$ cat src/rtl/mm_verify_respond_rx.sv
// Receive-side verify/respond mPacket classifier for the MAC Merge sublayer.
// Latency: rcv_v/rcv_r rise the cycle after rx_dv falls on a well-formed mPacket.
// Backpressure: none; the PHY octet stream cannot be stalled, flags hold until cleared.
module mm_verify_respond_rx #(
  parameter logic [7:0] SMD_V        = 8'h07,
  parameter logic [7:0] SMD_R        = 8'h19,
  parameter int         MIN_PREAMBLE = 6,
  parameter int         BODY_LEN     = 64
) (
  input  logic        clk,
  input  logic        reset_n,
  input  logic        p_enable,
  input  logic        rx_dv,
  input  logic        rx_er,
  input  logic [7:0]  rxd,
  output logic        rcv_v,
  input  logic        rcv_v_clr,
  output logic        rcv_r,
  input  logic        rcv_r_clr,
  output logic [15:0] vr_err_count
);

  localparam logic [2:0] ST_IDLE     = 3'd0;
  localparam logic [2:0] ST_PREAMBLE = 3'd1;
  localparam logic [2:0] ST_BODY     = 3'd2;
  localparam logic [2:0] ST_CHECK    = 3'd3;
  localparam logic [2:0] ST_DROP     = 3'd4;

  localparam logic [3:0]  MIN_PRE_C   = 4'(MIN_PREAMBLE);
  localparam logic [6:0]  BODY_LEN_C  = 7'(BODY_LEN);
  localparam logic [6:0]  BODY_MAX_C  = 7'(BODY_LEN + 1);
  localparam logic [6:0]  DATA_LEN_C  = 7'(BODY_LEN - 4);
  localparam logic [31:0] CRC_POLY    = 32'h04C11DB7;
  localparam logic [31:0] CRC_RESIDUE = 32'hC704DD7B;

  // Non-reflected CRC-32 register fed one octet LSB first; over data+FCS it
  // lands on the fixed residue, so no separate FCS compare is needed.
  function automatic logic [31:0] crc_next(input logic [31:0] c, input logic [7:0] d);
    logic [31:0] r;
    r = c;
    for (int i = 0; i < 8; i++) begin
      if (r[31] ^ d[i]) r = {r[30:0], 1'b0} ^ CRC_POLY;
      else              r = {r[30:0], 1'b0};
    end
    return r;
  endfunction

  logic [2:0]  state;
  logic [3:0]  pre_cnt;
  logic [6:0]  body_cnt;
  logic [31:0] crc;
  logic        bad;
  logic        is_resp;

  logic frame_end;
  logic frame_ok;
  logic set_v;
  logic set_r;

  // The verdict is taken on the edge where BODY first sees rx_dv low, so the
  // flag shows one cycle after the fall; CHECK then absorbs the IPG cycle.
  always_comb begin
    frame_end = (state == ST_BODY) && !rx_dv;
    frame_ok  = frame_end && (body_cnt == BODY_LEN_C) && !bad && (crc == CRC_RESIDUE);
    set_v     = frame_ok && p_enable && !is_resp;
    set_r     = frame_ok && p_enable && is_resp;
  end

  // Frame-parsing state machine with preamble/body counters and running CRC.
  always_ff @(posedge clk or negedge reset_n) begin
    if (!reset_n) begin
      state    <= ST_IDLE;
      pre_cnt  <= 4'd0;
      body_cnt <= 7'd0;
      crc      <= 32'hFFFFFFFF;
      bad      <= 1'b0;
      is_resp  <= 1'b0;
    end else begin
      case (state)
        ST_IDLE: begin
          if (rx_dv) begin
            if (rxd == 8'h55 && !rx_er) begin
              state   <= ST_PREAMBLE;
              pre_cnt <= 4'd1;
            end else begin
              state <= ST_DROP;
            end
          end
        end
        ST_PREAMBLE: begin
          if (!rx_dv) begin
            state <= ST_IDLE;
          end else if (rx_er) begin
            state <= ST_DROP;
          end else if (rxd == 8'h55) begin
            if (pre_cnt != 4'd15) pre_cnt <= pre_cnt + 4'd1;
          end else if ((rxd == SMD_V || rxd == SMD_R) && pre_cnt >= MIN_PRE_C) begin
            state    <= ST_BODY;
            is_resp  <= (rxd == SMD_R);
            crc      <= 32'hFFFFFFFF;
            body_cnt <= 7'd0;
            bad      <= 1'b0;
          end else begin
            state <= ST_DROP;
          end
        end
        ST_BODY: begin
          if (rx_dv) begin
            crc <= crc_next(crc, rxd);
            if (body_cnt != BODY_MAX_C) body_cnt <= body_cnt + 7'd1;
            if (rx_er || (rxd != 8'h00 && body_cnt < DATA_LEN_C)) bad <= 1'b1;
          end else begin
            state <= ST_CHECK;
          end
        end
        ST_CHECK: state <= ST_IDLE;
        ST_DROP:  if (!rx_dv) state <= ST_IDLE;
        default:  state <= ST_IDLE;
      endcase
    end
  end

  // Level flags: a set beats a same-cycle clear; repeated sets do not queue.
  always_ff @(posedge clk or negedge reset_n) begin
    if (!reset_n) begin
      rcv_v <= 1'b0;
      rcv_r <= 1'b0;
    end else begin
      if (set_v)          rcv_v <= 1'b1;
      else if (rcv_v_clr) rcv_v <= 1'b0;
      if (set_r)          rcv_r <= 1'b1;
      else if (rcv_r_clr) rcv_r <= 1'b0;
    end
  end

  // Saturating count of malformed verify/respond mPackets.
  always_ff @(posedge clk or negedge reset_n) begin
    if (!reset_n) begin
      vr_err_count <= 16'd0;
    end else if (frame_end && !frame_ok && vr_err_count != 16'hFFFF) begin
      vr_err_count <= vr_err_count + 16'd1;
    end
  end

endmodule

$ cat config.mk
export PLATFORM = sky130hd
export DESIGN_NAME = mm_verify_respond_rx
export DESIGN_NICKNAME = d
export VERILOG_FILES = /design/src/rtl/mm_verify_respond_rx.sv
export SDC_FILE = /design/constraint.sdc
export NUM_CORES = 1
export LEC_CHECK = 0
export BUFFER_PORTS_ARGS = -buffer_cell sky130_fd_sc_hd__buf_2
export CAP_MARGIN = 20
export CORE_MARGIN = 4
export CORE_UTILIZATION = 35
export DETAILED_ROUTE_END_ITERATION = 10
export PLACE_DENSITY = 0.59
export REMOVE_ABC_BUFFERS = 1
export SLEW_MARGIN = 10
export SYNTH_ARGS = -nofsm -noshare
export SYNTH_HDL_FRONTEND = slang
export SYNTH_SLANG_ARGS = --single-unit
$ cat constraint.sdc
create_clock -name clk -period 6.29 [get_ports clk]
set_clock_uncertainty 0.15 [all_clocks]
set_input_delay 0.3145 -clock clk [delete_from_list [all_inputs] [get_ports clk]]
set_output_delay 0.3145 -clock clk [all_outputs]
set_load 0.03 [all_outputs]
==> results of run 1 <==
Yosys cell counts, drive strengths merged, types with 2 or more instances:
cell and count:
ha 6, or4 2, dfstp 32, o211ai 2, nor3 10, nor4bb 4, nand2 11, nand4b 3
o31ai 4, a21oi 37, inv 13, nand2b 2, nor3b 3, mux2 2, a31oi 2, clkbuf 9
o21ai 14, nand4 9, and3 4, nor2 38, xnor3 3, xor2 35, a22oi 2, or2 2
or4b 2, xnor2 45, nor4b 5, buf 2, nand3 13, or3b 2, nor4 8, and2 3
or3 6, dfrtp 34, nor2b 3
metal layers:
| metal | routed length [um] | vias to the layer above | global-route usage, % | part of all wire [%] |
|---|---|---|---|---|
| met4 | 140 | 0 | 5.53 | 1.6 |
| met2 | 3960 | 67 | 20.4 | 45 |
| met5 | 0 | - | 0 | 0 |
| met1 | 4310 | 1381 | 20.6 | 49 |
| li1 | - | 1416 | - | - |
| met3 | 427 | 10 | 3.13 | 4.8 |
state kept, by name (all words and copies together) (netlist names):
signal	flops
vr_err_count	16
bad	1
crc	32
is_resp	1
rcv_v	1
body_cnt	7
state	3
pre_cnt	4
rcv_r	1
critical path, cell delays in order, from the launching register on:
cell,delay [ns]
dfstp_2,0.55
or4b_1,0.43
or4_4,0.50
nor4_4,0.71
nor4_1,0.14
mux2_1,0.36
final cells by class:
type,instances,area [um^2],area share [%]
sequential,66,1690,38.5
clock inverter,7,77.6,1.77
multi-input combinational,291,2060,46.8
inverter,13,48.8,1.11
clock buffer,9,124,2.82
timing repair buffer,40,225,5.13
tap,136,170,3.87
cell families (layout without fill, tap and decap cells):
| logic type | Yosys count | count (layout) |
|---|---|---|
| buffers and inverters | 24 | 69 |
| and+or+nand+nor | 131 | 131 |
| AOI/OAI and AO/OA | 69 | 69 |
| DFF | 66 | 66 |
| xor gates and xnor gates | 83 | 83 |
| adders and majority gates | 6 | 6 |
| muxes | 2 | 2 |
metrics by stage:
step | instances | util [%] | total power, mW
CTS | 562 | 41.8 | 1.36
global route | 562 | 41.8 | 1.42
floorplan | 370 | - | 0.882
detailed placement | 544 | 39.7 | 0.982
finish | 562 | 41.8 | 1.34
global placement | 544 | 39.7 | 0.976
power by group:
group,switching (mW),internal (mW)
clock,0.181,0.186
combinational,0.230,0.217
sequential,0.0397,0.487
worst paths after layout:
path,from,to,slack (ns)
max,crc[24],vr_err_count[12],3.34
min,reset_n,pre_cnt[0],-0.002
max reg2reg,crc[24],vr_err_count[12],3.34
min reg2reg,is_resp,rcv_v,0.34
max in group asynchronous,reset_n,body_cnt[0],5.44
min in group clk,p_enable,rcv_r,0.06
timing repair:
item	in CTS	in global routing
hold buffers	2	0
hold endpoints to repair	2	0
setup buffers	0	0
==> impl_metrics.py, run 1 <==
metrics = {
    "setup_path": {
        "end_kind": "register",
        "reg2regPathDepth": 5,
        "worstPathRequired_ns": 6.38,
        "crit_arrival_ns": 3.04,
        "crit_fanout": 17,
        "worstSetupStartpointType": "register",
        "critical_path_class": "reg2reg",
    },
    "sta": {
        "rsz0062_at_grt": "no",
        "setup_tns_ns": 0,
        "maxSlewHeadroom_pct": 37.8,
        "final_max_slew_viol_count": 0,
        "hold_viol_final": 2,
        "tightest_slew_ns": 0.927,
        "final.period_utilization_pct": 46.8,
        "setup-violations-final": 0,
        "min_period_ns": 2.95,
        "fin_ws_ns": 3.34,
        "hold_slack_ns": -0.00230,
        "fmax_mhz": 340,
    },
    "logic_synthesis": {
        "synth.area.top_cells": "dfrtp_1 22%, dfstp_2 22%, xnor2_1 9.6%",
        "syn_area_per_cell_um2": 10.1,
        "synth_compound_area_share_pct": 10.3,
        "synth_mux_area_share_pct": 0.587,
        "yosysSeqAreaShare_pct": 44.1,
        "netlist.area_leader.share_pct": 22.2,
        "synthSimpleGateAreaFrac_pct": 19.5,
        "synth_edf_count": 0,
        "postSynth.asyncResetShare_pct": 100,
        "yosys.area_share.xor_xnor_pct": 21.0,
        "synthAdderAreaFrac_pct": 1.96,
        "synth_top_family_by_area": "XOR/XNOR gates",
        "yosysWarnings": 0,
        "syn_inst": 381,
        "syn_area_um2": 3830,
        "synth_top_area_cell": "dfrtp_1",
        "ys.flop_type": "dfrtp_1",
        "synth_seq_cells": 66,
        "synthDistinctLibCells": 50,
    },
    "grt": {
        "antenna_found_initial": 0,
        "grt_max_degree": 67,
        "grt.total_usage_pct": 14.2,
        "grt_pass1_wl_um": 14600,
        "grt.overflow.total": 0,
        "grt_pass1_vias": 2868,
    },
    "outcome": {
        "failed_checks": "hold timing",
        "status": "finished with violations",
    },
    "clock_tree": {
        "insertion_delay_ns": 0.36,
        "cts_resized": 0,
        "numClockSinks": 66,
        "clock_path_buffers": 2,
        "cts.clk_slew.worst_paths_ns": 0.09,
        "cts_tree": "built",
        "h-tree-depth": 3,
        "root_buffer": "clkbuf_8",
        "numCtsBuffers": 9,
    },
    "placed_design": {
        "place_congestion": 0.819,
        "dpl_cell_area_um2": 4170,
        "pre_cts_ws_ns": 3.34,
        "hpwl_um": 6190,
        "io_buffers": 32,
    },
    "cells_and_area": {
        "drive_gt1_share_pct": 23.2,
        "insertedDiodeCount": 0,
        "fin_area_um2": 4390,
        "area_delta_synth_final_pct": 14.6,
        "mostFrequentLayoutCell": "xnor2_1",
        "fillCellCount": 1022,
        "mostFrequentLayoutCells": "42 x xnor2_1, 37 x nor2_1, 37 x a21oi_1",
        "final_nets": 442,
    },
    "pwr": {
        "powerDensity_nw_per_um2": 305,
        "power.leakage_nw": 1.87,
        "max-vdd-ir-drop_mv": 0.115,
    },
    "worst_hold_path": {
        "hp-class": "in2async",
    },
    "floorplanning": {
        "io_pins": 33,
        "dieArea_um2": 12700,
        "rows": 37,
        "die_h_um": 113,
        "core-area_um2": 10500,
        "start_util_pct": 36.5,
        "die-width_um": 113,
    },
    "drt": {
        "firstDrtPassIters": 4,
        "via_count": 2874,
        "via_per_inst": 5.11,
        "postRouteAntennaNets": 0,
        "wl_per_cell_um": 15.7,
        "wl_um": 8840,
        "drtIter0Drc": 172,
        "route.detailed.drc": 0,
    },
    "run": {
        "maxCapViolCount": 0,
    },
}
(Power assumes the default switching activity.)
==> run 2, diff against run 1 <==
--- a/config.mk
+++ b/config.mk
@@ -10,7 +10,7 @@
 export CORE_MARGIN = 4
 export CORE_UTILIZATION = 35
 export DETAILED_ROUTE_END_ITERATION = 10
-export PLACE_DENSITY = 0.59
+export PLACE_DENSITY = 0.6
 export REMOVE_ABC_BUFFERS = 1
 export SLEW_MARGIN = 10
 export SYNTH_ARGS = -nofsm -noshare
==> constraint.sdc (replaced) <==
create_clock -name clk -period 2.6 [get_ports clk]
set_clock_uncertainty 0.15 [all_clocks]
set_input_delay 0.13 -clock clk [delete_from_list [all_inputs] [get_ports clk]]
set_output_delay 0.13 -clock clk [all_outputs]
set_load 0.03 [all_outputs]
==> run 2 against run 1 <==
  * The run now ends clean
  * Combinational power increased to 2.6 times the previous value
  * Register-to-register slack worse by 3.2 ns
  * Critical path depth up 1
  * First-iteration DRC count is 25% lower
  * Global-route usage grew 0.62 points
  * Die area unchanged
  * Sequential power grew 140%
  * Non-clock buffer count rose by 19
  * Critical path type unchanged
  * Largest cell class unchanged
==> impl_metrics.py, run 2 (same netlist as run 1, synthesis figures left out) <==
metrics = {
    "outcome": {
        "status": "completed",
    },
    "setup_path": {
        "worstSetupStartpointType": "register",
        "critical_path_class": "reg2reg",
        "end_kind": "register",
        "reg2regPathDepth": 6,
        "reg2reg_slack_ns": 0.1,
        "worstPathRequired_ns": 2.69,
        "path_cells": "or4b_1 > or4_4 > nor4_4 > buf_12 > nor2_2 > mux2_1",
        "crit_slowest_cell": "dfstp_2",
        "r2r-end": "vr_err_count[1]",
        "cp_slowest_stage_delay_ns": 0.55,
        "rr_startpoint": "crc[24]",
        "crit_fanout": 17,
        "crit_arrival_ns": 2.59,
    },
    "placed_design": {
        "place_congestion": 0.770,
        "hpwl_um": 6410,
        "io_buffers": 32,
    },
    "cells_and_area": {
        "area_delta_synth_final_pct": 20.7,
        "fillCellCount": 1007,
        "regMostFlops": "crc",
        "utilization_pct": 44.0,
        "reg_top3": "crc x32, vr_err_count x16, body_cnt x7",
        "final_nets": 461,
        "largest_register_ffs": 32,
        "drive_gt1_share_pct": 25.6,
        "mostFrequentLayoutCell": "xnor2_1",
        "mostFrequentLayoutCells": "42 x xnor2_1, 37 x nor2_1, 37 x a21oi_1",
        "insertedDiodeCount": 0,
    },
    "sta": {
        "hold_slack_ns": 0.134,
        "fmax_mhz": 400,
        "rsz0062_at_grt": "no",
        "final.period_utilization_pct": 96.2,
        "tightest_slew_ns": 0.856,
        "setup_tns_ns": 0,
        "final_max_slew_viol_count": 0,
        "min_period_ns": 2.50,
        "setup-violations-final": 0,
        "hold_viol_final": 0,
        "maxSlewHeadroom_pct": 43.0,
    },
    "grt": {
        "grt.overflow.total": 0,
        "grt_pass1_vias": 3000,
        "antenna_found_initial": 0,
        "grt.total_usage_pct": 14.8,
        "grt_pass1_wl_um": 15200,
        "grt_max_degree": 67,
    },
    "clock_tree": {
        "insertion_delay_ns": 0.36,
        "numClockSinks": 66,
        "h-tree-depth": 3,
        "post_cts_buffers": 0,
        "cts.clk_slew.worst_paths_ns": 0.09,
        "numCtsBuffers": 9,
        "clock_path_buffers": 2,
        "root_buffer": "clkbuf_8",
        "cts_tree": "built",
    },
    "drt": {
        "via_per_inst": 5.09,
        "route.detailed.drc": 0,
        "via_count": 2956,
        "postRouteAntennaNets": 0,
        "wl_per_cell_um": 15.6,
        "firstDrtPassIters": 4,
        "wl_um": 9040,
        "drtIter0Drc": 129,
    },
    "floorplanning": {
        "die-width_um": 113,
        "start_util_pct": 36.5,
        "core-area_um2": 10500,
        "io_pins": 33,
        "dieArea_um2": 12700,
        "die_h_um": 113,
        "rows": 37,
    },
    "worst_hold_path": {
        "hp-class": "in2reg",
        "hp-start": "rxd[3]",
        "hold_depth": 4,
        "hold_end": "is_resp",
    },
    "pwr": {
        "max-vdd-ir-drop_mv": 0.337,
        "powerDensity_nw_per_um2": 764,
        "power.leakage_nw": 1.99,
        "p_total_mw": 3.54,
    },
    "run": {
        "maxCapViolCount": 0,
    },
}
run 2: changes by cell type in the layout (fill, tap and decap cells not counted):
cell,previous run,this run
clkinvlp_4,1,0
nor4b_2,0,1
dlygate4sd3_1,2,7
clkinv_2,1,0
buf_4,6,18
bufinv_16,1,3
buf_12,0,2
nor4b_1,5,4
run 2: worst max-delay path by stage:
stage | slack, ns | cells past startpoint | from | endpoint
final | 0.1 | 6 | crc[24] | vr_err_count[1]
after CTS | 0.09 | 6 | crc[24] | vr_err_count[1]
after detailed placement | 0.09 | 6 | crc[24] | vr_err_count[12]
after global routing | 0.02 | 6 | crc[24] | vr_err_count[12]
after floorplan | -0.86 | 7 | pre_cnt[0] | bad
after global placement | 0.12 | 6 | crc[24] | vr_err_count[12]
run 2: timing repair:
action                                  CTS  global route
hold endpoints to repair                 40             0
endpoints found under the setup margin    0             4
gates resized for setup                   0             1
hold buffers                              7             0
run 2: layer usage:
layer | wire (um) | part of all wire [%] | global-route usage (%)
met1 | 4520 | 50 | 20.6
met3 | 297 | 3.3 | 2.75
met5 | 0 | 0 | 0
met2 | 4080 | 45 | 22.8
met4 | 143 | 1.6 | 5.29
run 2: cell type report:
cell class / instances / area [um^2] / share of cell area, %
multi-input combinational: 291 / 2060 / 44.6
sequential: 66 / 1690 / 36.6
timing repair buffer: 59 / 405 / 8.76
tap: 136 / 170 / 3.68
clock inverter: 7 / 125 / 2.70
clock buffer: 9 / 124 / 2.68
inverter: 13 / 48.8 / 1.05
run 2: worst max-delay path, delay by kind of cell, from the launching register on:
| family | cells | cell delay, ns |
|---|---|---|
| buf+inv | 1 | 0.19 |
| flops | 1 | 0.55 |
| mux | 1 | 0.31 |
| simple gates | 4 | 1.19 |
run 2: report_power, final:
part | internal (mW) | total [mW] | leakage, nW | switching (mW)
Sequential | 1.18 | 1.27 | 0.784 | 0.0907
Clock | 0.647 | 1.10 | 0.124 | 0.456
Combinational | 0.580 | 1.16 | 1.09 | 0.585
Total | 2.40 | 3.54 | 1.99 | 1.13
run 2: per-stage QoR:
step / instance area, um^2 / worst slack (ns) / std cells
finish: 4630 / 0.0997 / 581
global route: 4630 / 0.0197 / 581
CTS: 4620 / 0.0884 / 581
detailed placement: 4300 / 0.0870 / 558
global placement: 4300 / 0.116 / 558
floorplan: 3780 / -0.863 / 370
==> run 3, diff against run 2 <==
--- a/config.mk
+++ b/config.mk
@@ -7,11 +7,12 @@
 export LEC_CHECK = 0
 export BUFFER_PORTS_ARGS = -buffer_cell sky130_fd_sc_hd__buf_2
 export CAP_MARGIN = 20
-export CORE_MARGIN = 4
 export CORE_UTILIZATION = 35
+export CTS_BUF_LIST = sky130_fd_sc_hd__clkbuf_4 sky130_fd_sc_hd__clkbuf_8 sky130_fd_sc_hd__clkbuf_16
 export DETAILED_ROUTE_END_ITERATION = 10
 export PLACE_DENSITY = 0.6
 export REMOVE_ABC_BUFFERS = 1
+export SETUP_SLACK_MARGIN = 0.5
 export SLEW_MARGIN = 10
 export SYNTH_ARGS = -nofsm -noshare
 export SYNTH_HDL_FRONTEND = slang
==> run 3 against run 2 <==
  * Via count is 5.3% higher
  * Wire length is 9.4% higher
  * Clock power is 18% lower
  * Sequential power hardly changed
  * Sequential share of layout area is 3.1 points lower
==> impl_metrics.py, run 3 (same netlist as run 1, synthesis figures left out) <==
metrics = {
    "outcome": {
        "status": "completed",
    },
    "pwr": {
        "power.leakage_nw": 2.18,
        "powerDensity_nw_per_um2": 705,
        "p_total_mw": 3.58,
        "max-vdd-ir-drop_mv": 0.273,
    },
    "cells_and_area": {
        "mostFrequentLayoutCells": "36 x buf_4, 35 x xnor2_1, 33 x nor2_1, 33 x a21oi_1",
        "regMostFlops": "crc",
        "area_delta_synth_final_pct": 32.3,
        "mostFrequentLayoutCell": "buf_4",
        "largest_register_ffs": 32,
        "drive_gt1_share_pct": 36.2,
        "fillCellCount": 981,
        "regArea_um2": 1690,
        "multiInputGateArea_um2": 2280,
        "final_nets": 486,
        "insertedDiodeCount": 0,
        "reg_top3": "crc x32, vr_err_count x16, body_cnt x7",
    },
    "clock_tree": {
        "numClockSinks": 66,
        "cts.clk_slew.worst_paths_ns": 0.07,
        "cts_tree": "built",
        "h-tree-depth": 3,
        "insertion_delay_ns": 0.35,
        "numCtsBuffers": 9,
        "root_buffer": "clkbuf_8",
        "clock_path_buffers": 2,
    },
    "setup_path": {
        "reg2reg_slack_ns": 0.15,
        "worstPathRequired_ns": 2.68,
        "critical_path_class": "reg2reg",
        "crit_arrival_ns": 2.54,
        "cp_slowest_stage_delay_ns": 0.52,
        "crit_slowest_cell": "dfstp_2",
        "crit_fanout": 7,
        "rr_startpoint": "crc[24]",
        "end_kind": "register",
        "path_cells": "or4b_4 > or4_4 > nor4_4 > buf_12 > nor4_2 > mux2_1",
        "startpoint": "crc[24]",
        "worstSetupStartpointType": "register",
    },
    "grt": {
        "grt_pass1_wl_um": 15200,
        "grt.overflow.total": 0,
        "grt_max_degree": 34,
        "grt.total_usage_pct": 17.4,
        "antenna_found_initial": 0,
        "grt_pass1_vias": 3014,
    },
    "drt": {
        "via_per_inst": 5.14,
        "drtIter0Drc": 149,
        "wl_per_cell_um": 16.3,
        "postRouteAntennaNets": 0,
        "route.detailed.drc": 0,
        "wl_um": 9890,
        "firstDrtPassIters": 4,
        "via_count": 3114,
    },
    "sta": {
        "maxSlewHeadroom_pct": 56.6,
        "rsz0062_at_grt": "yes",
        "final_max_slew_viol_count": 0,
        "min_period_ns": 2.45,
        "setup_tns_ns": 0,
        "final.period_utilization_pct": 94.4,
        "fmax_mhz": 408,
        "setup-violations-final": 0,
        "hold_viol_final": 0,
        "hold_slack_ns": 0.0421,
        "tightest_slew_ns": 0.648,
    },
    "floorplanning": {
        "core-area_um2": 10500,
        "io_pins": 33,
        "rows": 37,
        "die-width_um": 107,
        "dieArea_um2": 11400,
        "die_h_um": 107,
        "start_util_pct": 36.6,
    },
    "worst_hold_path": {
        "hp-start": "rxd[0]",
        "hp-class": "in2reg",
    },
    "placed_design": {
        "hpwl_um": 6490,
        "place_congestion": 0.817,
        "io_buffers": 32,
    },
    "run": {
        "maxCapViolCount": 0,
    },
}
[run 3: worst paths after layout]
| check | endpoint | cells after the start |
|---|---|---|
| setup reg to reg | vr_err_count[12] | 6 |
| min in group asynchronous | pre_cnt[3] | 2 |
| hold / removal | is_resp | 3 |
| max in group asynchronous | crc[17] | 3 |
| hold reg to reg | vr_err_count[8] | 1 |
| setup / recovery | vr_err_count[12] | 6 |
[run 3: metrics by stage]
stage	util, %	instance area (um^2)	instances	setup slack, ns
final	48.5	5070	606	0.146
after global routing	48.5	5070	606	0.0899
after CTS	45.4	4750	595	0.146
after detailed placement	41.3	4320	560	0.0767
after global placement	41.3	4320	560	0.112
after floorplan	-	3780	370	-0.863
[run 3: final cells by class]
type | count | area share, %
Sequential cell | 66 | 33.4
Tap cell | 136 | 3.36
Timing Repair Buffer | 84 | 13.4
Inverter | 13 | 0.962
Clock inverter | 3 | 0.790
Clock buffer | 13 | 3.16
Multi-Input combinational cell | 291 | 44.9
[run 3: worst max-delay path, delay by kind of cell (launching register included)]
| kind | cells | cell delay [ns] |
|---|---|---|
| DFF | 1 | 0.52 |
| muxes | 1 | 0.31 |
| buffers and inverters | 1 | 0.17 |
| and+or+nand+nor | 4 | 1.19 |
[run 3: power breakdown]
group | internal (mW) | total, mW | switching (mW) | leakage, nW
Combinational | 0.713 | 1.39 | 0.681 | 1.29
Sequential | 1.18 | 1.28 | 0.105 | 0.781
Clock | 0.499 | 0.898 | 0.399 | 0.108
Total | 2.39 | 3.58 | 1.18 | 2.18
[run 3: timing repair]
item,CTS,global route
hold buffers,6,0
endpoints found under the setup margin,33,32
pin swaps,9,8
buffers inserted,13,7
gates cloned,0,4
resized for setup,16,33
endpoints found under the hold margin,26,0
[run 3: metal layers]
layer	routed length, um	track usage [%]	up-vias	share of wire [%]
met5	0	0	-	0
li1	-	-	1504	-
met3	356	2.37	12	3.6
met2	4610	27.1	65	47
met1	4760	24.1	1533	48
met4	159	7.34	0	1.6
